<file path="config.mk">
export PLATFORM = sky130hd
export DESIGN_NAME = pbus_phy
export DESIGN_NICKNAME = d
export VERILOG_FILES = /design/src/rtl/pbus_phy.sv
export SDC_FILE = /design/constraint.sdc
export NUM_CORES = 1
export LEC_CHECK = 0
export CAP_MARGIN = 20
export CORE_MARGIN = 2
export CORE_UTILIZATION = 30
export CTS_CLUSTER_DIAMETER = 80
export CTS_CLUSTER_SIZE = 14
export DETAILED_ROUTE_END_ITERATION = 6
export DONT_BUFFER_PORTS = 1
export PLACE_DENSITY = 0.41
export RECOVER_POWER = 25
export SLEW_MARGIN = 10
export SYNTH_ARGS = -nofsm -noshare
export SYNTH_HDL_FRONTEND = slang
export SYNTH_SLANG_ARGS = --single-unit
</file>
<file path="constraint.sdc">
create_clock -name clk -period 3.2 [get_ports clk]
set_input_delay 0.64 -clock clk [delete_from_list [all_inputs] [get_ports clk]]
set_output_delay 0.64 -clock clk [all_outputs]
set_load 0.05 [all_outputs]
</file>
<file path="src/rtl/pbus_phy.sv">
// PBus slave endpoint: 4-phase req/grant handshake driving one read or write
// on a local register bank, with registered grant/rdata/rvalid/err outputs.
module pbus_phy #(
    parameter int WIDTH = 8,
    parameter int DEPTH = 16
) (
    input  logic             clk,
    input  logic             rst_n,
    input  logic             req,
    input  logic             we,
    input  logic [WIDTH-1:0] addr,
    input  logic [WIDTH-1:0] wdata,
    output logic             grant,
    output logic [WIDTH-1:0] rdata,
    output logic             rvalid,
    output logic             err
);

    localparam int IW = (DEPTH > 1) ? $clog2(DEPTH) : 1;
    // One extra bit so DEPTH == 2**WIDTH still compares correctly.
    localparam logic [WIDTH:0] LIMIT = (WIDTH + 1)'(DEPTH);

    typedef enum logic [1:0] {
        IDLE,
        ACCESS,
        HOLD
    } state_t;

    state_t           state;
    logic [WIDTH-1:0] regs [DEPTH];
    logic [WIDTH-1:0] a_q;
    logic [WIDTH-1:0] wd_q;
    logic             we_q;
    logic             in_range;
    logic [IW-1:0]    idx;

    assign in_range = ({1'b0, a_q} < LIMIT);
    assign idx      = a_q[IW-1:0];

    always_ff @(posedge clk or negedge rst_n) begin
        if (!rst_n) begin
            state  <= IDLE;
            grant  <= 1'b0;
            rvalid <= 1'b0;
            err    <= 1'b0;
            rdata  <= '0;
            a_q    <= '0;
            wd_q   <= '0;
            we_q   <= 1'b0;
            for (int unsigned i = 0; i < DEPTH; i++) begin
                regs[i] <= '0;
            end
        end else begin
            case (state)
                IDLE: begin
                    grant  <= 1'b0;
                    rvalid <= 1'b0;
                    err    <= 1'b0;
                    if (req) begin
                        a_q   <= addr;
                        wd_q  <= wdata;
                        we_q  <= we;
                        state <= ACCESS;
                    end
                end
                ACCESS: begin
                    if (in_range) begin
                        if (we_q) begin
                            regs[idx] <= wd_q;
                        end else begin
                            rdata <= regs[idx];
                        end
                        err <= 1'b0;
                    end else begin
                        rdata <= '0;
                        err   <= 1'b1;
                    end
                    grant  <= 1'b1;
                    rvalid <= ~we_q;
                    state  <= HOLD;
                end
                HOLD: begin
                    if (!req) begin
                        grant  <= 1'b0;
                        rvalid <= 1'b0;
                        err    <= 1'b0;
                        state  <= IDLE;
                    end
                end
                default: state <= IDLE;
            endcase
        end
    end

endmodule

</file>
* Word-level counts from Yosys, hierarchy flattened
Index checks and enable logic that the tools add are counted.
** Cells by class
- $lt $le $gt $ge :: 3
- Eq/ne operators :: 5
- Mux-type cells :: 16
- Bitwise logic cells :: 2
- Reductions and logical operators :: 8
** Operators by type and width (number)
- $bwmux 128 :: 1
- $mux 8 :: 5
- $bmux 8 s4 :: 1
- $demux 8 s4 :: 1
- $pmux 1 s3 :: 3
- $lt 8x5->1 const B :: 1
- $reduce_and 2->1 :: 4
- $ne 2x2->1 const B :: 3
- $pmux 2 s3 :: 1
- $ge 5x5->1 const B :: 1
- $lt 5x1->1 const B :: 1
- $not 4->5 :: 1
- $mux 2 :: 2
- $reduce_and 3->1 :: 1
- $reduce_bool 3->1 :: 1
- $eq 2x1->1 const B :: 1
- $eq 2x2->1 const B :: 1
- $logic_not 2->1 :: 1
- $mux 1 :: 2
- $logic_and 1x1->1 :: 1
- $not 1->1 :: 1
** Word-level totals
- Flip-flop bits (word level) :: 158

* Logic depth before layout (Yosys ltp)
Gate-level depths: netlist (run 1).
- Word-level depth :: 6
- Mapped depth :: 7

* Worst setup path before layout (run 1)
Ideal clock, no wire load.
- Path type :: reg2reg
- From :: register a_q[4]
- To :: register regs[88] (netlist bit)
- Data arrival time :: 2212 ps
- Data required time :: 3075 ps
- Path slack :: 863 ps
- Cell stages (with the launch flop) :: 7
- Path buffers :: 2
- Period minus slack after synthesis :: 2337 ps
- Path through :: dfrtp_1 or4_4 or4_1 buf_2 or3_1 buf_6 mux2_4
** Between the ends
- Word-level cells in the longest chain between the ends :: 2
** Ends and longest elaborated chain
- from (decl) :: line 31 : logic [WIDTH-1:0] a_q;
- from (signal assigned) :: line 60 : a_q <= addr;
- $lt 8x5->1 :: line 37 : assign in_range = ({1'b0, a_q} < LIMIT);
- $reduce_and 3->1 (no line)
- to (signal, indexed assignment) :: line 69 : regs[idx] <= wd_q;
- to (decl) :: line 30 : logic [WIDTH-1:0] regs [DEPTH];
No other way between the ends.
A chain may end at the register's enable or synchronous reset.

* Final worst setup path (run 1)
- From :: register a_q[4]
- To :: register regs[94] (netlist bit)
The elaborated chain is that of the path after synthesis.

==> impl_metrics.json, run 1 <==
{
  "postSynthAreaPerCell_um2": 15.9,
  "core_area_um2": 22800,
  "nNetsFinal": 473,
  "die_x_um": 157,
  "critPathRequiredTime_ps": 3510,
  "internal-power_mw": 3.88,
  "min_path_type": "in -> async",
  "whs_ps": -91.9,
  "grt_pass1_wl_um": 27100,
  "wire_per_inst_um": 22.0,
  "yosys_warnings": 0,
  "swShare_pct": 33.0,
  "vias": 3860,
  "synth_commonest_cells": "dfrtp_1, mux2_2, mux4_2",
  "multi_input_area_um2": 2950,
  "period_needed_ps": 2620,
  "worst_pin_slew_ps": 679,
  "timing_hold_violations_final": 158,
  "synth_ff_type": "dfrtp_1",
  "status": "finished, violations left",
  "firstDrtPassIters": 4,
  "regArea_um2": 3960,
  "violations": "negative hold slack",
  "synth_top_area_share_pct": 56.3,
  "fin_crit_sh_pct": 81.9,
  "io_pins": 31,
  "routed_wl_um": 17100,
  "gp_congestion": 0.690,
  "seqPwrFrac_pct": 48.8,
  "num_rows": 55,
  "grt_setup_unrepaired": "no",
  "cp_max_fo": 8,
  "drc_errors": 0,
  "grt-ovfl-total": 0,
  "drive_gt1_share_pct": 52.4,
  "slowest_stage": "or4_4",
  "clk_latency_ps": 430,
  "cp-start-kind": "flip-flop",
  "synth.yosys.seq_area_share_pct": 56.3,
  "diodes": 0,
  "async_flop_share_pct": 100,
  "slew_viol_final": 0,
  "netlist_instances": 442,
  "first_iter_violations": 203,
  "cp-end-kind": "flip-flop",
  "path_cells": "or4_4 -> or4_1 -> or3_1 -> mux2_4",
  "synth_edf_count": 0,
  "synthesis.nets": 462,
  "port-buffer-count": 0,
  "finalSetupTns_ps": 0,
  "finClkSkew_ps": 8.30,
  "grt_max_degree": 159,
  "r2r-start": "a_q[4]$_DFFE_PN0P_",
  "grt_antenna_before_repair": 0,
  "synth_area_leaders": "dfrtp_1, mux2_2, mux4_2",
  "setup_viol": 0,
  "powerDensity_nw_per_um2": 724,
  "root_buffer": "clkbuf_16",
  "track_usage_pct": 15.3,
  "critPathMaxStageDelay_ps": 590,
  "netlist_area_um2": 7020,
  "vias_per_cell": 4.96,
  "pre_cts_ws_ps": 587,
  "initial_utilization_pct": 30.8,
  "yosys.area.top_type": "dfrtp_1",
  "area_growth_pct": 14.0,
  "maxCapViolCount": 0,
  "ys_ff_latch": 158,
  "final_antenna_net_count": 0,
  "leakagePower_nw": 3.70,
  "hpwl_um": 10700,
  "regToRegSetupSlack_ps": 580,
  "combPwrFrac_pct": 18.0,
  "die_area_um2": 24600,
  "clkTransAtPathRegs_ps": 60,
  "arrival_ps": 2930,
  "tritoncts": "built",
  "critical_path_class": "reg -> reg",
  "max_slew_margin_pct": 54.7,
  "p_sw_mw": 1.91,
  "htree_levels": 4,
  "synth.distinct_cells": 32,
  "grt_pass1_vias": 4266,
  "setup_ws_ps": 578,
  "ir_drop_uv": 251,
  "cts_setup_buffers": 0,
  "cts_buffers": 17,
  "clockPowerShare_pct": 33.3,
  "cts_sinks": 158,
  "rr_worst_depth": 4,
  "yosysMostFrequentCell": "dfrtp_1",
  "r2r-end": "regs[94]$_DFFE_PN0P_",
  "fillCellCount": 2175,
  "die_h_um": 157,
  "cts_resized": 0,
  "clock.fmax_ghz": 0.381,
  "cts_buffer_depth": 2
}
==> power by group through the flow <==
| stage | combinational [mW] | sequential [mW] | clock (mW) |
|---|---|---|---|
| 2_1_floorplan | 0.968 | 2.49 | 0 |
| 5_1_grt | 1.13 | 2.90 | 2.08 |
| 4_1_cts | 1.06 | 2.85 | 1.98 |
| 6_report | 1.04 | 2.83 | 1.93 |
| 3_3_place_gp | 1.06 | 2.87 | 0 |
| 3_5_place_dp | 1.05 | 2.89 | 0 |
==> sequential cells by signal (all words and copies together), names as in the netlist <==
signal and cells:
regs 128, a_q 8, rdata 8, wd_q 8
state 2, err 1, grant 1, rvalid 1
we_q 1
==> layout make-up <==
| cell class | count | share of cell area, % |
|---|---|---|
| multi-input cells | 254 | 36.9 |
| inverters | 3 | 0.141 |
| repair buffers | 19 | 1.78 |
| clock buffers | 21 | 5.75 |
| clock inverters | 11 | 1.14 |
| well taps | 313 | 4.89 |
| flip-flops and latches | 158 | 49.4 |
==> critical path: cells and delay by family (launching register included) <==
| kind | cells | cell delay [ps] |
|---|---|---|
| flops | 1 | 400 |
| simple gates | 3 | 1730 |
| mux | 1 | 380 |
==> metal layers <==
| layer | track usage [%] | part of all wire (%) |
|---|---|---|
| met1 | 20.9 | 47 |
| met2 | 24.4 | 50 |
| met3 | 2.73 | 2.2 |
| met4 | 5.20 | 1.5 |
| met5 | 0 | 0 |
==> logic make-up after synthesis <==
family / count (synthesis) / synth area share, %
muxes: 184 / 34.9
and+or+nand+nor: 45 / 4.58
AOI/OAI and AO/OA: 25 / 2.28
DFF: 158 / 56.3
buffers and inverters: 30 / 1.87
==> per-stage QoR <==
stage | utilization (%) | cell area (um2) | power, mW | cells
final | 35.1 | 8010 | 5.80 | 779
after detailed placement | 32.7 | 7450 | 3.94 | 747
after floorplan | - | 7020 | 3.46 | 442
after CTS | 35.1 | 8010 | 5.89 | 779
after global routing | 35.1 | 8010 | 6.11 | 779
after global placement | 32.7 | 7450 | 3.93 | 747
==> how the worst max path moves through the flow <==
stage,startpoint,to,depth (start not counted)
floorplan,a_q[4]$_DFFE_PN0P_,regs[88]$_DFFE_PN0P_,6
global placement,a_q[4]$_DFFE_PN0P_,regs[92]$_DFFE_PN0P_,4
detailed placement,a_q[4]$_DFFE_PN0P_,regs[92]$_DFFE_PN0P_,4
CTS,a_q[4]$_DFFE_PN0P_,regs[95]$_DFFE_PN0P_,4
global route,a_q[4]$_DFFE_PN0P_,regs[111]$_DFFE_PN0P_,4
finish,a_q[4]$_DFFE_PN0P_,regs[94]$_DFFE_PN0P_,4
==> cells in the final DEF (no fill, tap or decap), drive strengths merged, types with 3 or more instances in the layout <==
master    synthesis  layout
clkinvlp          0       3
nor4              3       3
nand2b            4       4
a221oi            8       8
clkbuf           16      21
mux2i             8       8
nor2             10      10
buf              11      19
mux2            144     144
or4               4       4
clkinv            0       6
nor2b             3       3
inv               3       4
dfrtp           158     158
and4              8       8
o21ai            13      13
nand2             5       5
mux4             32      32
Power figures use the tool's default switching activity.
==> inputs of run 2 (changes only) <==
==> constraint.sdc (replaced) <==
create_clock -name clk -period 2.7 [get_ports clk]
set_input_delay 0.54 -clock clk [delete_from_list [all_inputs] [get_ports clk]]
set_output_delay 0.54 -clock clk [all_outputs]
set_load 0.05 [all_outputs]
==> impl_metrics.json, run 2 (synthesized netlist as in run 1, its figures left out) <==
{
  "root_buffer": "clkbuf_16",
  "violations": "negative hold slack",
  "num_rows": 55,
  "powerDensity_nw_per_um2": 876,
  "wire_per_inst_um": 21.9,
  "arrival_ps": 2840,
  "maxCapViolCount": 0,
  "vias_per_cell": 4.92,
  "diodes": 0,
  "finClkSkew_ps": 12.4,
  "cts_buffer_depth": 2,
  "cts_setup_buffers": 0,
  "htree_levels": 4,
  "hpwl_um": 11000,
  "grt-ovfl-total": 0,
  "finalSetupTns_ps": 0,
  "leakagePower_nw": 3.78,
  "period_needed_ps": 2540,
  "track_usage_pct": 15.3,
  "status": "finished, violations left",
  "initial_utilization_pct": 30.8,
  "layout_commonest_cell": "dfrtp_1",
  "final_antenna_net_count": 0,
  "whs_ps": -181,
  "nNetsFinal": 483,
  "regToRegSetupSlack_ps": 160,
  "critical_path_class": "reg -> reg",
  "first_iter_violations": 233,
  "min_path_type": "in -> async",
  "cts_buffers": 17,
  "firstDrtPassIters": 4,
  "clk_latency_ps": 430,
  "vias": 3878,
  "cts_resized": 0,
  "worst_pin_slew_ps": 678,
  "grt_setup_unrepaired": "no",
  "clkTransAtPathRegs_ps": 70,
  "drive_gt1_share_pct": 53.8,
  "largest_register_ff_count": 128,
  "ir_drop_uv": 369,
  "cp-start-kind": "flip-flop",
  "grt_pass1_vias": 4257,
  "area_growth_pct": 16.3,
  "timing_hold_violations_final": 158,
  "clock.fmax_ghz": 0.394,
  "die_h_um": 157,
  "core_area_um2": 22800,
  "grt_max_degree": 159,
  "cp_max_fo": 8,
  "grt_antenna_before_repair": 0,
  "cts_sinks": 158,
  "die_area_um2": 24600,
  "tritoncts": "built",
  "p_total_mw": 7.15,
  "setup_viol": 0,
  "max_slew_margin_pct": 54.8,
  "slew_viol_final": 0,
  "die_x_um": 157,
  "drc_errors": 0,
  "postLayoutCoreUtil_pct": 35.8,
  "gp_congestion": 0.707,
  "critPathRequiredTime_ps": 3000,
  "r2r-start": "a_q[4]$_DFFE_PN0P_",
  "final_cell_mix": "dfrtp_1, mux2_2, mux4_2",
  "routed_wl_um": 17300,
  "rr_worst_depth": 4,
  "top_register": "regs",
  "port-buffer-count": 0,
  "cp-end-kind": "flip-flop",
  "r2r-end": "regs[18]$_DFFE_PN0P_",
  "io_pins": 31,
  "fin_crit_sh_pct": 93.9,
  "grt_pass1_wl_um": 27300
}
==> run 2: changes by cell type in the layout (fill, tap and decap cells not counted) <==
cell,previous run,this run
inv_6,1,5
clkinv_2,6,2
clkinv_4,0,2
clkbuf_1,2,0
clkbuf_8,2,0
bufinv_16,1,3
buf_4,19,27
buf_12,0,2
==> run 2: worst max path at each step <==
| stage | cells past startpoint | slack (ps) | endpoint | from |
|---|---|---|---|---|
| 5_1_grt | 4 | 70 | regs[18]$_DFFE_PN0P_ | a_q[4]$_DFFE_PN0P_ |
| 4_1_cts | 4 | 140 | regs[18]$_DFFE_PN0P_ | a_q[4]$_DFFE_PN0P_ |
| 3_3_place_gp | 4 | 180 | regs[20]$_DFFE_PN0P_ | a_q[4]$_DFFE_PN0P_ |
| 2_1_floorplan | 6 | 360 | regs[88]$_DFFE_PN0P_ | a_q[4]$_DFFE_PN0P_ |
| 3_5_place_dp | 4 | 160 | regs[18]$_DFFE_PN0P_ | a_q[4]$_DFFE_PN0P_ |
| 6_report | 4 | 160 | regs[18]$_DFFE_PN0P_ | a_q[4]$_DFFE_PN0P_ |
==> run 2: power by group <==
group          internal, mW  switching, mW  leakage, nW  total [mW]
logic                 0.699          0.658         1.33        1.36
clock network          1.47           1.03        0.291        2.50
registers              2.66          0.639         2.16        3.30
==> run 2: routing by layer <==
metal | share of wire, % | wire length, um | global-route usage, % | up-vias
met3 | 2.8 | 487 | 3.39 | 10
met5 | 0 | 0 | 0 | -
li1 | - | - | - | 1726
met4 | 0.80 | 138 | 3.63 | 0
met2 | 53 | 9090 | 26.8 | 37
met1 | 44 | 7580 | 19.4 | 2105
==> run 2: area by class of cell <==
class                           count  area, um2
Fill cell                        2149      14600
Sequential cell                   158       3960
Multi-Input combinational cell    254       2950
Timing Repair Buffer               29        243
Inverter                            3       11.3
Tap cell                          313        392
Clock buffer                       17        425
Clock inverter                     15        184
==> run 2: worst max-delay path: stages (launching register included) <==
cell and delay [ps]:
dfrtp_1 400, or4_4 580, or4_1 650, nor2_2 400, mux2_2 390
==> run 2: stage by stage <==
step / std cells / area (um2) / setup WS [ps]
CTS: 789 / 8160 / 142
floorplan: 442 / 7020 / 363
detailed placement: 757 / 7550 / 156
finish: 789 / 8160 / 164
global placement: 757 / 7550 / 182
global route: 789 / 8160 / 74.5
==> inputs of run 3 (changes only) <==
--- a/config.mk
+++ b/config.mk
@@ -6,6 +6,7 @@
 export NUM_CORES = 1
 export LEC_CHECK = 0
 export CAP_MARGIN = 20
+export CORE_ASPECT_RATIO = 1.5
 export CORE_MARGIN = 2
 export CORE_UTILIZATION = 30
 export CTS_CLUSTER_DIAMETER = 80
==> impl_metrics.json, run 3 (synthesized netlist as in run 1, its figures left out) <==
{
  "area_growth_pct": 15.9,
  "die_area_um2": 24700,
  "die_h_um": 191,
  "final_cell_mix": "dfrtp_1, mux2_2, mux4_2",
  "tritoncts": "built",
  "worstSetupPathDepth": 4,
  "clkTransAtPathRegs_ps": 60,
  "worst_pin_slew_ps": 721,
  "cp-start-kind": "flip-flop",
  "cts_resized": 0,
  "path_cells": "or4_4 -> or4_1 -> or3_1 -> mux2_4",
  "dp_cells": 723,
  "leakagePower_nw": 3.79,
  "placed_cell_area_um2": 7490,
  "slowest_stage": "or4_4",
  "clk_latency_ps": 420,
  "timing_hold_violations_final": 158,
  "p_total_mw": 7.22,
  "cts_buffer_depth": 2,
  "ir_drop_uv": 435,
  "top_register": "regs",
  "final_antenna_net_count": 0,
  "slew_viol_final": 0,
  "htree_levels": 4,
  "violations": "negative hold slack",
  "setup_viol": 0,
  "critical_path_class": "reg -> reg",
  "vias": 3935,
  "instances_no_fill": 755,
  "finalSetupTns_ps": 0,
  "core_area_um2": 23000,
  "grt_setup_unrepaired": "no",
  "max_slew_margin_pct": 51.9,
  "grt_max_degree": 159,
  "wire_per_inst_um": 22.3,
  "grt_pass1_vias": 4150,
  "first_iter_violations": 233,
  "cp.buffers_inverters": 0,
  "whs_ps": -181,
  "io_pins": 31,
  "firstDrtPassIters": 4,
  "drive_gt1_share_pct": 52.8,
  "gp_congestion": 0.692,
  "fillCellCount": 2195,
  "cp_max_fo": 8,
  "routed_wl_um": 16800,
  "grt_pass1_wl_um": 26400,
  "nNetsFinal": 482,
  "root_buffer": "clkbuf_16",
  "critPathRequiredTime_ps": 3000,
  "hpwl_um": 10900,
  "num_rows": 68,
  "cts_buffers": 17,
  "track_usage_pct": 14.7,
  "min_path_type": "in -> async",
  "vias_per_cell": 5.21,
  "diodes": 0,
  "period_needed_ps": 2460,
  "postLayoutCoreUtil_pct": 35.4,
  "fin_crit_sh_pct": 91.0,
  "critPathMaxStageDelay_ps": 570,
  "drc_errors": 0,
  "initial_utilization_pct": 30.6,
  "cp-end-kind": "flip-flop",
  "arrival_ps": 2760,
  "port-buffer-count": 0,
  "maxCapViolCount": 0,
  "powerDensity_nw_per_um2": 888,
  "finClkSkew_ps": 8.75,
  "status": "finished, violations left",
  "largest_register_ff_count": 128,
  "multi_input_area_um2": 2940,
  "grt-ovfl-total": 0,
  "crit_family": "simple AND/OR/NAND/NOR gates",
  "layout_commonest_cell": "dfrtp_1",
  "rr_worst_depth": 4,
  "cts_sinks": 158,
  "die_x_um": 129,
  "clock.fmax_ghz": 0.407,
  "design_area_um2": 8140,
  "grt_antenna_before_repair": 0,
  "regArea_um2": 3960
}
## run 3: area by class of cell
type / instances / area share [%]
Sequential cell: 158 / 48.6
Timing Repair Buffer: 28 / 2.89
Clock inverter: 9 / 1.92
Tap cell: 280 / 4.31
Multi-Input combinational cell: 254 / 36.1
Inverter: 3 / 0.138
Clock buffer: 23 / 6.00
## run 3: stage by stage
| step | hold WS (ps) | setup WS, ps |
|---|---|---|
| 4_1_cts | -201 | 211 |
| 3_3_place_gp | 256 | 235 |
| 6_report | -181 | 242 |
| 5_1_grt | -215 | 131 |
| 3_5_place_dp | 258 | 230 |
| 2_1_floorplan | 244 | 363 |
## run 3: final timing paths
kind                                       from                    to  slack (ps)
setup / recovery             a_q[4]$_DFFE_PN0P_  regs[88]$_DFFE_PN0P_         240
max in group asynchronous                 rst_n  rdata[0]$_DFFE_PN0P_        2610
setup reg to reg             a_q[4]$_DFFE_PN0P_  regs[88]$_DFFE_PN0P_         240
min in group clk                             we      we_q$_DFFE_PN0P_         250
hold / removal                            rst_n    a_q[4]$_DFFE_PN0P_        -180
hold reg to reg            regs[48]$_DFFE_PN0P_  regs[48]$_DFFE_PN0P_         500
## run 3: per-layer routing
metal / wire length (um) / up-vias / global-route usage (%)
li1: - / 1709 / -
met1: 7480 / 2172 / 18.9
met2: 8640 / 35 / 24.4
met3: 371 / 19 / 3.22
met4: 325 / 0 / 5.35
met5: 0 / - / 0
## run 3: power by group
part | switching (mW) | internal (mW)
combinational | 0.573 | 0.690
clock | 0.953 | 1.65
sequential | 0.701 | 2.66
## run 3: what timing repair did
item / in CTS / in global routing
buffers inserted: 0 / 0
hold endpoints to repair: 158 / 158
setup endpoints to repair: 0 / 0
